--- src/rtl/commonlib_arb_pkg.sv ---
`default_nettype none
// +----------------------------------------------------------------------------+
// | Module : commonlib_arb_pkg                                                 |
// | Brief  : Shared types and index helpers for the round-robin mux arbiter.   |
// | Rev    : 1.0                                                               |
// +----------------------------------------------------------------------------+
package commonlib_arb_pkg;

  typedef enum logic [0:0] {
    IDLE   = 1'b0,
    LOCKED = 1'b1
  } arb_state_e;

  function automatic int clog2(input int v);
    int r;
    r = 0;
    for (int i = 0; i < 31; i++) begin
      if ((1 << i) < v) r = i + 1;
    end
    return r;
  endfunction

  // An index field needs at least one bit, even for a single requester.
  function automatic int sel_width(input int n);
    return (clog2(n) < 1) ? 1 : clog2(n);
  endfunction

  function automatic int rr_next(input int ptr, input int n);
    return (ptr >= n - 1) ? 0 : ptr + 1;
  endfunction

endpackage
`default_nettype wire

--- src/rtl/commonlib_muxn_rr_arbiter_if.sv ---
`default_nettype none
// +----------------------------------------------------------------------------+
// | Module : commonlib_muxn_rr_arbiter_if                                      |
// | Brief  : Requester/consumer handshake bundle of the round-robin arbiter.   |
// | Rev    : 1.0                                                               |
// +----------------------------------------------------------------------------+
interface commonlib_muxn_rr_arbiter_if
  import commonlib_arb_pkg::*;
#(
  parameter int N     = 5,
  parameter int width = 32
) ();
  localparam int SELW = sel_width(N);

  logic [width-1:0] in_data [N-1:0];
  logic [N-1:0]     in_valid;
  logic [N-1:0]     in_last;
  logic [N-1:0]     in_ready;
  logic [width-1:0] out_data;
  logic             out_valid;
  logic             out_last;
  logic             out_ready;
  logic [SELW-1:0]  out_sel;
  logic             busy;

  modport master (
    output in_data, in_valid, in_last, out_ready,
    input  in_ready, out_data, out_valid, out_last, out_sel, busy
  );

  modport slave (
    input  in_data, in_valid, in_last, out_ready,
    output in_ready, out_data, out_valid, out_last, out_sel, busy
  );
endinterface
`default_nettype wire

--- src/rtl/commonlib_muxn.sv ---
`default_nettype none
// +----------------------------------------------------------------------------+
// | Module : commonlib_muxn                                                    |
// | Brief  : N-way word multiplexer; out-of-range select yields zero.          |
// | Rev    : 1.0                                                               |
// +----------------------------------------------------------------------------+
module commonlib_muxn
  import commonlib_arb_pkg::*;
#(
  parameter  int N     = 5,
  parameter  int width = 32,
  localparam int SELW  = sel_width(N)
) (
  input  logic [width-1:0] in_data [N-1:0],
  input  logic [SELW-1:0]  in_sel,
  output logic [width-1:0] out_data
);
  always_comb begin
    out_data = '0;
    for (int i = 0; i < N; i++) begin
      if (in_sel == SELW'(i)) out_data = in_data[i];
    end
  end
endmodule
`default_nettype wire

--- src/rtl/commonlib_rr_pick.sv ---
`default_nettype none
// +----------------------------------------------------------------------------+
// | Module : commonlib_rr_pick                                                 |
// | Brief  : Rotating-priority picker: first request at or after ptr, wrapping.|
// | Rev    : 1.0                                                               |
// +----------------------------------------------------------------------------+
module commonlib_rr_pick
  import commonlib_arb_pkg::*;
#(
  parameter  int N    = 5,
  localparam int SELW = sel_width(N)
) (
  input  logic [N-1:0]    req_i,
  input  logic [SELW-1:0] ptr_i,
  output logic            any_o,
  output logic [SELW-1:0] idx_o
);
  logic [2*N-1:0] dreq_w;
  logic [2*N-1:0] mask_w;
  logic [2*N-1:0] cand_w;
  logic           found_w;

  // The upper copy supplies the wrapped-around requests below ptr.
  assign dreq_w = {req_i, req_i};
  assign cand_w = dreq_w & mask_w;
  assign any_o  = |req_i;

  always_comb begin
    mask_w = '0;
    for (int j = 0; j < 2 * N; j++) begin
      mask_w[j] = (j >= int'(ptr_i));
    end
  end

  always_comb begin
    idx_o   = '0;
    found_w = 1'b0;
    for (int j = 0; j < 2 * N; j++) begin
      if (!found_w && cand_w[j]) begin
        found_w = 1'b1;
        idx_o   = SELW'((j >= N) ? (j - N) : j);
      end
    end
  end
endmodule
`default_nettype wire

--- src/rtl/commonlib_muxn_rr_arbiter.sv ---
`default_nettype none
// +----------------------------------------------------------------------------+
// | Module : commonlib_muxn_rr_arbiter                                         |
// | Brief  : Round-robin arbiter with optional packet lock and output register.|
// | Rev    : 1.0                                                               |
// +----------------------------------------------------------------------------+
module commonlib_muxn_rr_arbiter
  import commonlib_arb_pkg::*;
#(
  parameter int N     = 5,
  parameter int width = 32,
  parameter bit LOCK  = 1'b1
) (
  input logic CLK,
  input logic RESET,
  commonlib_muxn_rr_arbiter_if.slave bus
);
  localparam int SELW = sel_width(N);

  arb_state_e       state_q, state_d;
  logic [SELW-1:0]  ptr_q, ptr_d;
  logic [SELW-1:0]  lock_idx_q, lock_idx_d;
  logic [SELW-1:0]  out_sel_q, out_sel_d;
  logic [width-1:0] out_data_q, out_data_d;
  logic             out_valid_q, out_valid_d;
  logic             out_last_q, out_last_d;

  logic             load_w;
  logic             pick_any_w;
  logic [SELW-1:0]  pick_idx_w;
  logic [SELW-1:0]  grant_w;
  logic             sel_valid_w;
  logic             sel_last_w;
  logic             xfer_w;
  logic [width-1:0] mux_data_w;
  logic [width-1:0] in_data_w [N-1:0];
  logic [N-1:0]     in_ready_w;
  logic             busy_w;

  assign load_w    = !out_valid_q || bus.out_ready;
  assign in_data_w = bus.in_data;

  commonlib_rr_pick #(.N(N)) u_pick (
    .req_i (bus.in_valid),
    .ptr_i (ptr_q),
    .any_o (pick_any_w),
    .idx_o (pick_idx_w)
  );

  assign grant_w = (state_q == LOCKED) ? lock_idx_q : pick_idx_w;

  commonlib_muxn #(.N(N), .width(width)) u_mux (
    .in_data  (in_data_w),
    .in_sel   (grant_w),
    .out_data (mux_data_w)
  );

  always_comb begin
    sel_valid_w = 1'b0;
    sel_last_w  = 1'b0;
    for (int i = 0; i < N; i++) begin
      if (grant_w == SELW'(i)) begin
        sel_valid_w = bus.in_valid[i];
        sel_last_w  = bus.in_last[i];
      end
    end
  end

  // In IDLE an empty request vector picks index 0 whose valid is low, so no transfer.
  assign xfer_w = load_w && sel_valid_w && (pick_any_w || (state_q == LOCKED));

  // State register
  always_ff @(posedge CLK) begin
    if (RESET) state_q <= IDLE;
    else       state_q <= state_d;
  end

  // Next-state logic
  always_comb begin
    state_d    = state_q;
    lock_idx_d = lock_idx_q;
    if (LOCK && xfer_w) begin
      case (state_q)
        IDLE: begin
          if (!sel_last_w) begin
            state_d    = LOCKED;
            lock_idx_d = grant_w;
          end
        end
        LOCKED: begin
          if (sel_last_w) state_d = IDLE;
        end
        default: state_d = IDLE;
      endcase
    end
  end

  // Output logic
  always_comb begin
    busy_w     = (state_q == LOCKED);
    in_ready_w = '0;
    for (int i = 0; i < N; i++) begin
      if (grant_w == SELW'(i)) begin
        in_ready_w[i] = load_w && ((state_q == LOCKED) || bus.in_valid[i]);
      end
    end
  end

  always_comb begin
    out_valid_d = out_valid_q;
    out_data_d  = out_data_q;
    out_last_d  = out_last_q;
    out_sel_d   = out_sel_q;
    ptr_d       = ptr_q;
    if (load_w) begin
      out_valid_d = xfer_w;
      if (xfer_w) begin
        out_data_d = mux_data_w;
        out_last_d = sel_last_w;
        out_sel_d  = grant_w;
        ptr_d      = SELW'(rr_next(int'(grant_w), N));
      end
    end
  end

  always_ff @(posedge CLK) begin
    if (RESET) begin
      out_valid_q <= 1'b0;
      out_data_q  <= '0;
      out_last_q  <= 1'b0;
      out_sel_q   <= '0;
      ptr_q       <= '0;
      lock_idx_q  <= '0;
    end else begin
      out_valid_q <= out_valid_d;
      out_data_q  <= out_data_d;
      out_last_q  <= out_last_d;
      out_sel_q   <= out_sel_d;
      ptr_q       <= ptr_d;
      lock_idx_q  <= lock_idx_d;
    end
  end

  assign bus.in_ready  = in_ready_w;
  assign bus.busy      = busy_w;
  assign bus.out_data  = out_data_q;
  assign bus.out_valid = out_valid_q;
  assign bus.out_last  = out_last_q;
  assign bus.out_sel   = out_sel_q;
endmodule
`default_nettype wire

--- src/flat_wrapper.sv ---
// flat-port wrapper written by rule: the top's interface ports become plain ports
module commonlib_muxn_rr_arbiter_flat import commonlib_arb_pkg::*;
#(
  parameter int N     = 5,
  parameter int width = 32,
  parameter bit LOCK  = 1'b1
)
  (CLK, RESET, bus_in_data, bus_in_valid, bus_in_last, bus_out_ready, bus_in_ready, bus_out_data, bus_out_valid, bus_out_last, bus_out_sel, bus_busy);
  commonlib_muxn_rr_arbiter_if #(.N(N), .width(width)) bus_i ();
  input logic CLK;
  input logic RESET;
  input wire logic [$bits(bus_i.in_data)-1:0] bus_in_data;
  input wire logic [$bits(bus_i.in_valid)-1:0] bus_in_valid;
  input wire logic [$bits(bus_i.in_last)-1:0] bus_in_last;
  input wire logic [$bits(bus_i.out_ready)-1:0] bus_out_ready;
  output wire logic [$bits(bus_i.in_ready)-1:0] bus_in_ready;
  output wire logic [$bits(bus_i.out_data)-1:0] bus_out_data;
  output wire logic [$bits(bus_i.out_valid)-1:0] bus_out_valid;
  output wire logic [$bits(bus_i.out_last)-1:0] bus_out_last;
  output wire logic [$bits(bus_i.out_sel)-1:0] bus_out_sel;
  output wire logic [$bits(bus_i.busy)-1:0] bus_busy;
  assign bus_i.in_data = {>>{bus_in_data}};
  assign bus_i.in_valid = bus_in_valid;
  assign bus_i.in_last = bus_in_last;
  assign bus_i.out_ready = bus_out_ready;
  assign bus_in_ready = bus_i.in_ready;
  assign bus_out_data = bus_i.out_data;
  assign bus_out_valid = bus_i.out_valid;
  assign bus_out_last = bus_i.out_last;
  assign bus_out_sel = bus_i.out_sel;
  assign bus_busy = bus_i.busy;
  commonlib_muxn_rr_arbiter #(.N(N), .width(width), .LOCK(LOCK)) u_core (.CLK(CLK), .RESET(RESET), .bus(bus_i));
endmodule
--- config.mk ---
export PLATFORM = sky130hd
export DESIGN_NAME = commonlib_muxn_rr_arbiter_flat
export DESIGN_NICKNAME = d
export VERILOG_FILES = /design/src/rtl/commonlib_arb_pkg.sv /design/src/rtl/commonlib_muxn_rr_arbiter_if.sv /design/src/rtl/commonlib_muxn.sv /design/src/rtl/commonlib_rr_pick.sv /design/src/rtl/commonlib_muxn_rr_arbiter.sv /design/src/flat_wrapper.sv
export SDC_FILE = /design/constraint.sdc
export NUM_CORES = 1
export LEC_CHECK = 0
export CELL_PAD_IN_SITES_DETAIL_PLACEMENT = 1
export CELL_PAD_IN_SITES_GLOBAL_PLACEMENT = 1
export CORE_UTILIZATION = 28
export CTS_CLUSTER_DIAMETER = 120
export DETAILED_ROUTE_END_ITERATION = 8
export GPL_TIMING_DRIVEN = 0
export PLACE_DENSITY_LB_ADDON = 0.3
export SETUP_SLACK_MARGIN = 0.02
export SLEW_MARGIN = 15
export SYNTH_ARGS = -nofsm -noshare
export SYNTH_HDL_FRONTEND = slang
export SYNTH_SLANG_ARGS = --single-unit
--- constraint.sdc ---
create_clock -name CLK -period 5.28 [get_ports CLK]
set_input_delay 0.528 -clock CLK [delete_from_list [all_inputs] [get_ports CLK]]
set_output_delay 0.528 -clock CLK [all_outputs]
set_load 0.02 [all_outputs]
# Yosys cells after proc, flatten, opt, wreduce, memory -nomap -nowiden
# Index checks and enable logic that the tools add are counted.
dict set report totals {
  regBits 44
  inputBits 173
  output_inout_bits 43
  word_cells 101
}
dict set report op_classes {
  add_sub_neg 1
  n_lt_le_gt_ge 8
  n_eq_ne 4
  mux 41
  bitwise_logic 3
  reduce_logical 37
}
# op count
set ops {}
lappend ops {{2-to-1 mux 32 bit} 5}
lappend ops {{2-to-1 mux 3 bit} 10}
lappend ops {{2-to-1 mux 1 bit} 26}
lappend ops {{logical AND 1 bit} 16}
lappend ops {{AND 10 bit} 1}
lappend ops {{zero test 1 bit} 10}
lappend ops {{>= comparator 3 bit, first input constant} 3}
lappend ops {{logical OR 1 bit} 7}
lappend ops {{== test 3 x 2 -> 1 bit, second input constant} 2}
lappend ops {{>= comparator 1 x 3 -> 1 bit, first input constant} 2}
lappend ops {{>= comparator 2 x 3 -> 1 bit, first input constant} 2}
lappend ops {{OR reduction 5 bit} 1}
lappend ops {{adder 3 x 1 -> 3 bit, second input constant} 1}
lappend ops {{== test 3 x 1 -> 1 bit, second input constant} 1}
lappend ops {{== test 3 bit, second input constant} 1}
lappend ops {{>= comparator 3 bit, second input constant} 1}
lappend ops {{zero test 3 bit} 1}
lappend ops {{AND reduction 3 bit} 1}
lappend ops {{NOT 1 bit} 2}
lappend ops {{AND reduction 2 bit} 1}

# Logic depth before layout (Yosys ltp)
# Gate-level depths: netlist (run 1).
dict set report logic_depth {
  ltp_word 40
  mapped_depth 17
  mapped_depth_nobuf 14
}

# Cells and area by module
# Synthesis (run 1) repeated with hierarchy kept, for this count alone.
dict set report hier_totals {
  hier_cells 420
  hier_area_um2 3367.0
}
# mod instances cells_each area_per_inst_um2 seq_area_each_um2
set modules_own_cells {}
lappend modules_own_cells {commonlib_muxn_rr_arbiter 1 190 1846.8 880.8}
lappend modules_own_cells {commonlib_muxn 1 189 1277.5 0.0}
lappend modules_own_cells {commonlib_rr_pick 1 41 242.7 0.0}

# Worst setup path before layout (run 1)
# OpenSTA, ideal clock, no wires.
dict set report synth_timing {
  path_kind {in2out}
  startpoint {input port bus_in_valid[0]}
  endpoint {output port bus_in_ready[2]}
  arrival_time_ps 3440
  t_required_ps 4752
  setup_slack_ps 1312
  cell_stages 13
  path_buffers 4
  path_cell_list {or3_1 a2111o_1 o21a_1 buf_4 inv_6 clkbuf_1 ha_1 clkbuf_1 nand2_1 o21ai_0 a21oi_1 clkbuf_1 nor3_1}
}
dict set report synth_between {
  elab_chain_cells 32
  elab_cells_between_ends 40
  cone_classes {eq/ne: 1; mux: 20; bitwise: 1; reduce/logical: 18}
}
# element line_no
set synth_lines {}
lappend synth_lines {{start, declared} flat_wrapper.sv:13} ;# input wire logic [$bits(bus_i.in_valid)-1:0] bus_in_valid;
lappend synth_lines {{AND 10 bit (*)} commonlib_rr_pick.sv:25} ;# assign cand_w = dreq_w & mask_w;
lappend synth_lines {{2-to-1 mux 1 bit} commonlib_rr_pick.sv:39} ;# if (!found_w && cand_w[j]) begin
lappend synth_lines {{zero test 1 bit} commonlib_rr_pick.sv:39}
lappend synth_lines {{logical AND 1 bit} commonlib_rr_pick.sv:39}
lappend synth_lines {{2-to-1 mux 1 bit} commonlib_rr_pick.sv:39}
lappend synth_lines {{zero test 1 bit} commonlib_rr_pick.sv:39}
lappend synth_lines {{logical AND 1 bit} commonlib_rr_pick.sv:39}
lappend synth_lines {{2-to-1 mux 1 bit} commonlib_rr_pick.sv:39}
lappend synth_lines {{[... 17 more ...]} -}
lappend synth_lines {{2-to-1 mux 1 bit} commonlib_rr_pick.sv:39}
lappend synth_lines {{zero test 1 bit} commonlib_rr_pick.sv:39}
lappend synth_lines {{logical AND 1 bit} commonlib_rr_pick.sv:39}
lappend synth_lines {{2-to-1 mux 3 bit (*)} commonlib_rr_pick.sv:39}
lappend synth_lines {{2-to-1 mux 3 bit (*)} commonlib_muxn_rr_arbiter.sv:50} ;# assign grant_w = (state_q == LOCKED) ? lock_idx_q : pick_idx_w;
lappend synth_lines {{named net u_core.grant_w[1]} commonlib_muxn_rr_arbiter.sv:31} ;# logic [SELW-1:0] grant_w;
lappend synth_lines {{== test 3 x 2 -> 1 bit (*)} commonlib_muxn_rr_arbiter.sv:103} ;# if (grant_w == SELW'(i)) begin
lappend synth_lines {{2-to-1 mux 1 bit (*)} commonlib_muxn_rr_arbiter.sv:103}
lappend synth_lines {{end, declared} flat_wrapper.sv:16} ;# output wire logic [$bits(bus_i.in_ready)-1:0] bus_in_ready;
# Mark *: on every way through the listed nets, which the timed path passes. The rest lies on a longest branch.

# Worst setup path after layout (run 1)
dict set report layout_timing {
  startpoint {input port bus_in_valid[2]}
  endpoint {output port bus_in_ready[2]}
}
dict set report layout_between {
  elab_chain_cells 27
  elab_cells_between_ends 36
  cone_classes {eq/ne: 1; mux: 17; bitwise: 1; reduce/logical: 17}
}
# element line_no
set layout_lines {}
lappend layout_lines {{AND 10 bit} commonlib_rr_pick.sv:25}
lappend layout_lines {{logical AND 1 bit} commonlib_rr_pick.sv:39}
lappend layout_lines {{2-to-1 mux 1 bit} commonlib_rr_pick.sv:39}
lappend layout_lines {{zero test 1 bit} commonlib_rr_pick.sv:39}
lappend layout_lines {{logical AND 1 bit} commonlib_rr_pick.sv:39}
lappend layout_lines {{2-to-1 mux 1 bit} commonlib_rr_pick.sv:39}
lappend layout_lines {{zero test 1 bit} commonlib_rr_pick.sv:39}
lappend layout_lines {{logical AND 1 bit} commonlib_rr_pick.sv:39}
lappend layout_lines {{[... 11 more ...]} -}
lappend layout_lines {{logical AND 1 bit} commonlib_rr_pick.sv:39}
lappend layout_lines {{2-to-1 mux 1 bit} commonlib_rr_pick.sv:39}
lappend layout_lines {{zero test 1 bit} commonlib_rr_pick.sv:39}
lappend layout_lines {{logical AND 1 bit} commonlib_rr_pick.sv:39}
lappend layout_lines {{2-to-1 mux 3 bit} commonlib_rr_pick.sv:39}
lappend layout_lines {{2-to-1 mux 3 bit} commonlib_muxn_rr_arbiter.sv:50}
lappend layout_lines {{== test 3 x 2 -> 1 bit} commonlib_muxn_rr_arbiter.sv:103}
lappend layout_lines {{2-to-1 mux 1 bit (*)} commonlib_muxn_rr_arbiter.sv:103}
# Mark *: on every way between the ends. The rest lies on a longest branch, timed or not.

==> metrics, run 1 <==
Routed WL=18600 um; WL/cell=20.9 um; clk_skew=0.00431 ns; power consumption=~3.7 mW; drt drc=0; via count=4995; R2R setup slack=1.01 ns; site row count=just over 40; status=finished, final reports clean; Tmin final=between 5 and 6 ns; Final Max Slew Viols=0; period utilization=0.952; MaxCap Viol Count=0; die area=about 0.014 sq mm; FF-to-FF End=u_core.bus.out_data[18]$_SDFFE_PP0P_; hpwl dp=about 15000 um; Mapped Nets=673; CTS sink cnt=44; sequential share of the synthesized area=0.234; Initial DRC Count=213; Synth async-reset ratio=0; CTS tree=yes; largest net degree at the start of global routing=20; # IOs=about 220; die height=118 um; Cell Area, Placed=0.00612 sq mm; CP endpoint kind=output port; H-tree depth=2; Lkg Pwr=2.22 nW; achievable frequency=199 MHz; Final Wtd Congestion=a little under 1; DRT antenna net count=0; Worst-Skew Late Latency=0.29 ns; final hold violation count=0; number of synthesized flops with an enable pin=0; VDD IR max=approximately 0.21 mV; Top FF cell, synth=dfxtp_1; Initial Utilization=0.292; Remaining Overflow, GRT=0; Reg2Reg Depth=17; crit path DAT=about 4.5 ns; Least-Margin Pin Slew=1.01 ns; first-pass GRT wire length=28900 um; number of global-route vias before repair=5350; CP startpoint kind=input port; share of cells above drive strength 1=0.0961; final setup vio count=0; synth-to-layout area growth=68.2%; area of the core=0.0129 sq mm; Ys Warns=0; Post-CTS Setup Bufs=0; Crit Path Class=input port to output port; # hold bufs at CTS=0; FF+latch count, synth=between 40 and 50; clk root buf=clkbuf_16; CP max FO=10; slew margin rel.=0.328; Hold Path Depth=2; synth unique cells=59; Final #Nets=between 800 and 900; reg2reg start=u_core.ptr_q[2]$_SDFFE_PP0P_; post-layout instance area=0.00632 sq mm; Hold Path Sink=u_core.bus.out_data[0]$_SDFFE_PP0P_; Total Routing Usage GR=0.263; Chip Width=118 um; vias per std cell=5.61; number of diodes=0; Initial DRT Pass Iterations=5; antenna violations before repair=0; Fin Hold WS=around 0.46 ns; Worst Path Required=4.75 ns; Mapped Area=0.00376 sq mm; Hold Crit Class=flop to flop; Synth Area per Inst=7.55 sq um; HP Start=u_core.bus.out_data[0]$_SDFFE_PP0P_; Clock Tree Buf Depth=2; number of port buffers=between 200 and 250; PwrDens=around 580 mW/mm^2; Num CTS Buffers=5; Post-Synthesis Cells=about 500; CTS clock-pin slew for the worst setup and hold paths=approximately 0.07 ns
## stage by stage
stage / util / instances / setup slack, ns / TNS, ns
6_report: 0.491 / 890 / 0.253 / 0
3_3_place_gp: 0.475 / 884 / -0.496 / -1.45
3_5_place_dp: 0.475 / 884 / -0.548 / -4.11
4_1_cts: 0.490 / 890 / 0.0371 / 0
5_1_grt: 0.491 / 890 / -0.0118 / -0.0118
2_1_floorplan: - / 498 / 1.31 / 0
## how the worst max path moves through the flow
stage	from	endpoint	slack [ns]	depth (start not counted)
floorplan	bus_in_valid[0]	bus_in_ready[2]	1.31	13
global placement	bus_in_valid[0]	bus_in_ready[2]	-0.50	15
detailed placement	bus_in_valid[0]	bus_in_ready[2]	-0.55	15
CTS	bus_in_valid[3]	bus_in_ready[2]	0.04	15
global route	bus_in_valid[2]	bus_in_ready[2]	-0.01	15
finish	bus_in_valid[2]	bus_in_ready[2]	0.25	15
## placed cells by master (no fill, tap or decap), drive strengths merged, types with 25 or more instances in the layout
cell and instances:
nor2 56, nand2b 27, nand2 36, o211ai 25, a21oi 60, clkbuf 33, dfxtp 44, buf 27
clkdlybuf4s50 213, o21ai 30
## area by class of cell
cell class / instances / area [sq um]
clock buffers: 6 / 139
well taps: 172 / 215
plain buffers: 54 / 295
inverters: 9 / 38.8
flip-flops and latches: 44 / 881
repair buffers: 214 / 2140
fillers: 1565 / 6550
clock inverters: 2 / 38.8
multi-input cells: 389 / 2570
## metal layers
| layer | track usage | vias to the layer above | share of wire |
|---|---|---|---|
| li1 | - | 2339 | - |
| met1 | 0.306 | 2395 | 0.41 |
| met2 | 0.462 | 229 | 0.48 |
| met3 | 0.0688 | 32 | 0.080 |
| met4 | 0.0881 | 0 | 0.029 |
| met5 | 0 | - | 0 |
## cell families after synthesis
kind of cell,Yosys count,share of synthesized area
adder cells (fa/ha/maj),2,0.00665
flip-flops,44,0.234
AO/OA/AOI/OAI,222,0.450
AND/OR/NAND/NOR,165,0.221
buffers and inverters,65,0.0885
## state kept, by name, summed over array words and instances, names as in the netlist
| signal | count |
|---|---|
| u_core.bus.busy | 1 |
| u_core.bus.out_data | 32 |
| u_core.bus.out_last | 1 |
| u_core.bus.out_sel | 3 |
| u_core.bus.out_valid | 1 |
| u_core.lock_idx_q | 3 |
| u_core.ptr_q | 3 |
## critical path: stages
cell	delay [ns]
clkdlybuf4s50_1	0.59
a21boi_0	0.31
a2bb2oi_2	0.20
o21ai_2	0.17
or2_2	0.38
inv_2	0.14
buf_2	0.26
ha_1	0.28
clkbuf_4	0.27
nand2_1	0.07
o21ai_0	0.10
a21oi_2	0.12
clkbuf_4	0.24
nor3_1	0.19
clkdlybuf4s50_1	0.63
## power breakdown
group          switching, mW  total [mW]  internal, mW
combinational           1.58        2.72          1.13
clock                  0.140       0.377         0.237
sequential            0.0834       0.563         0.480
## Yosys cell counts (2+ instances only)
| master | number | area [sq um] |
|---|---|---|
| nor3_2 | 2 | 20.0 |
| buf_2 | 10 | 50.1 |
| a221oi_2 | 6 | 90.1 |
| o21ai_0 | 6 | 30.0 |
| a2111o_1 | 2 | 22.5 |
| a21oi_1 | 59 | 295 |
| o211ai_1 | 25 | 188 |
| inv_1 | 7 | 26.3 |
| o31ai_1 | 2 | 15.0 |
| a21o_1 | 2 | 15.0 |
| buf_1 | 4 | 15.0 |
| o21a_1 | 2 | 15.0 |
| ha_1 | 2 | 25.0 |
| nand2_1 | 36 | 135 |
| a211oi_1 | 2 | 15.0 |
| nor3_1 | 3 | 15.0 |
| nor2b_1 | 3 | 18.8 |
| o221a_1 | 2 | 22.5 |
| buf_4 | 7 | 52.6 |
| nor2_1 | 56 | 210 |
| a221oi_1 | 14 | 123 |
| o21ai_1 | 24 | 120 |
| a31o_2 | 2 | 17.5 |
| buf_6 | 6 | 67.6 |
| dfxtp_1 | 44 | 881 |
| nor4_1 | 12 | 75.1 |
| a211oi_2 | 11 | 138 |
| nand2b_1 | 27 | 169 |
| and2_1 | 3 | 18.8 |
| o41ai_1 | 22 | 193 |
| or3_1 | 6 | 37.5 |
| nor3b_1 | 12 | 90.1 |
| clkbuf_1 | 29 | 109 |
| a22o_1 | 23 | 201 |
## timing repair
action,in CTS,in global routing
hold endpoints to repair,0,0
setup endpoints to repair,2,2
resized for setup,6,7
(Power assumes the default switching activity.)
==> run 2, diff against run 1 <==
--- a/config.mk
+++ b/config.mk
@@ -10,6 +10,7 @@
 export CORE_UTILIZATION = 28
 export CTS_CLUSTER_DIAMETER = 120
 export DETAILED_ROUTE_END_ITERATION = 8
+export GPL_ROUTABILITY_DRIVEN = 0
 export GPL_TIMING_DRIVEN = 0
 export PLACE_DENSITY_LB_ADDON = 0.3
 export SETUP_SLACK_MARGIN = 0.02
==> constraint.sdc (replaced) <==
create_clock -name CLK -period 5.28 [get_ports CLK]
set_input_delay 0.528 -clock CLK [delete_from_list [all_inputs] [get_ports CLK]]
set_output_delay 0.528 -clock CLK [all_outputs]
set_load 0.05 [all_outputs]
==> run 2 against run 1 <==
  * Combinational power grew 11%
  * Sequential share of layout area grew 0.058 points
  * Die area is the same
  * Critical endpoint is now bus_in_ready[4]
==> metrics, run 2 (synthesis gave the netlist of run 1 again) <==
vias per std cell=~5.6; hpwl dp=15200 um; WL/cell=21.2 um; CP endpoint kind=output port; CTS sink cnt=44; Clock Tree Buf Depth=2; period utilization=0.953; synth-to-layout area growth=67.5%; die height=between 100 and 150 um; Worst Path Required=approximately 4.8 ns; final setup vio count=0; clk root buf=clkbuf_16; Reg2Reg Depth=16; Final #Nets=892; # hold bufs at CTS=0; RSZ-0062 raised after global routing=no; achievable frequency=approximately 200 MHz; Hold Crit Class=flop to flop; Chip Width=118 um; DRT antenna net count=0; FF-to-FF End=u_core.bus.out_data[6]$_SDFFE_PP0P_; share of cells above drive strength 1=0.0933; drt drc=0; area of the core=0.0129 sq mm; Initial Utilization=0.292; grt met3 use=0.0601; die area=0.0139 sq mm; busiest grt layer=met2; Initial DRC Count=235; Buf/Inv on CP=3; crit path DAT=4.50 ns; first-pass GRT wire length=29300 um; final hold violation count=0; Least-Margin Pin Slew=between 1 and 1.5 ns; CP max FO=10; CTS tree=yes; PwrDens=630 mW/mm^2; status=finished, final reports clean; # IOs=216; Filler cells=1575; Remaining Overflow, GRT=0; count of cell instances traversed by the critical path=8; reg2reg start=u_core.ptr_q[2]$_SDFFE_PP0P_; Crit path max-delay family=buffers and inverters; number of diodes=0; Worst setup startpoint=bus_in_valid[3]; slew margin rel.=0.326; antenna violations before repair=0; CP startpoint kind=input port; H-tree depth=2; most frequent CP cell=clkdlybuf4s50_1; R2R setup slack=0.94 ns; clk_skew=0.00462 ns; setup TNS=0 ns; number of global-route vias before repair=5384; Initial DRT Pass Iterations=5; CP Capture Point=bus_in_ready[4]; commonest non-fill, non-tap cell in the layout=clkdlybuf4s50_1; Lkg Pwr=2.21 nW; Crit Path Class=input port to output port; Total Routing Usage GR=0.270; final core utilization=0.489; Final Max Slew Viols=0; Worst path max stage delay=about 0.86 ns; largest net degree at the start of global routing=20; VDD IR max=0.290 mV; via count=4986; max FFs per register=32; met2 usage=0.471; Worst-Skew Late Latency=0.29 ns; Crit-path slowest cell=a211oi_2; post-layout instance area=0.00630 sq mm; dpl ws=-0.734 ns; CTS clock-pin slew for the worst setup and hold paths=0.07 ns; setup ws final=0.247 ns; Num CTS Buffers=5; site row count=between 40 and 50; MaxCap Viol Count=0; Cell Area, Placed=0.00612 sq mm; cells along the critical path=clkdlybuf4s50_1 -> nor2_1 -> nand2_1 -> a2111o_1 -> a211oi_2 -> buf_2 -> nor3b_1 -> clkdlybuf4s50_1; M1 GR Usage=0.318; number of port buffers=214; Routed WL=approximately 19000 um; commonest non-fill, non-tap cells in the layout=clkdlybuf4s50_1 (212), a21oi_1 (58), nor2_1 (56), dfxtp_1 (44), nand2_1 (36); Tmin final=5.03 ns
-- run 2: cell count changes in the layout (fill, tap and decap cells not counted), sizes merged --
cell           before  now
clkbuf             33   35
buf                27   26
clkdlybuf4s50     213  212
dlygate4sd1         0    1
dlymetal6s2s        1    0
-- run 2: through the flow --
step,hold WS [ns],std cells,power (mW)
detailed placement,0.451,884,3.57
floorplan,0.483,498,2.59
finish,0.460,890,3.97
global placement,0.443,884,3.47
global route,0.478,890,4.21
CTS,0.461,890,3.96
-- run 2: what timing repair did --
action	4_1_cts	5_1_grt
buffers inserted	0	0
resized for setup	8	5
pin swaps	0	0
endpoints found under the hold margin	0	0
endpoints found under the setup margin	2	2
-- run 2: per-layer routing --
metal,share of wire,vias up
met5,0,-
met4,0.029,0
met3,0.069,40
met2,0.49,223
met1,0.42,2384
li1,-,2339
-- run 2: layout make-up --
| cell class | count | area, sq um | share of cell area |
|---|---|---|---|
| well taps | 172 | 215 | 0.0342 |
| clock buffers | 6 | 139 | 0.0221 |
| repair buffers | 214 | 2140 | 0.339 |
| clock inverters | 2 | 38.8 | 0.00616 |
| multi-input cells | 389 | 2560 | 0.406 |
| inverters | 9 | 38.8 | 0.00616 |
| flip-flops and latches | 44 | 881 | 0.140 |
| plain buffers | 54 | 292 | 0.0463 |
-- run 2: worst min path at each step --
stage	startpoint	slack, ns	to	cells after the start
after floorplan	u_core.lock_idx_q[1]$_SDFFE_PP0P_	0.48	u_core.lock_idx_q[1]$_SDFFE_PP0P_	2
after global placement	u_core.bus.out_data[31]$_SDFFE_PP0P_	0.44	u_core.bus.out_data[31]$_SDFFE_PP0P_	2
after detailed placement	u_core.bus.out_data[22]$_SDFFE_PP0P_	0.45	u_core.bus.out_data[22]$_SDFFE_PP0P_	2
after CTS	u_core.bus.out_data[22]$_SDFFE_PP0P_	0.46	u_core.bus.out_data[22]$_SDFFE_PP0P_	2
after global routing	u_core.bus.out_data[16]$_SDFFE_PP0P_	0.48	u_core.bus.out_data[16]$_SDFFE_PP0P_	2
final	u_core.bus.out_data[31]$_SDFFE_PP0P_	0.46	u_core.bus.out_data[31]$_SDFFE_PP0P_	2
-- run 2: worst min-delay path, delay by kind of cell, from the launching register on --
family,cells,cell delay [ns]
compound gates,1,0.05
simple gates,1,0.05
flops,1,0.31
-- run 2: report_power, final --
part,total (mW),internal (mW),switching (mW)
clock network,0.380,0.237,0.143
logic,3.02,1.12,1.90
registers,0.563,0.480,0.0834
==> run 3, diff against run 2 <==
--- a/config.mk
+++ b/config.mk
@@ -5,6 +5,7 @@
 export SDC_FILE = /design/constraint.sdc
 export NUM_CORES = 1
 export LEC_CHECK = 0
+export CAP_MARGIN = 20
 export CELL_PAD_IN_SITES_DETAIL_PLACEMENT = 1
 export CELL_PAD_IN_SITES_GLOBAL_PLACEMENT = 1
 export CORE_UTILIZATION = 28
==> results of run 3 <==
The final DEF is identical to that of run 2; final timing and power are the same.
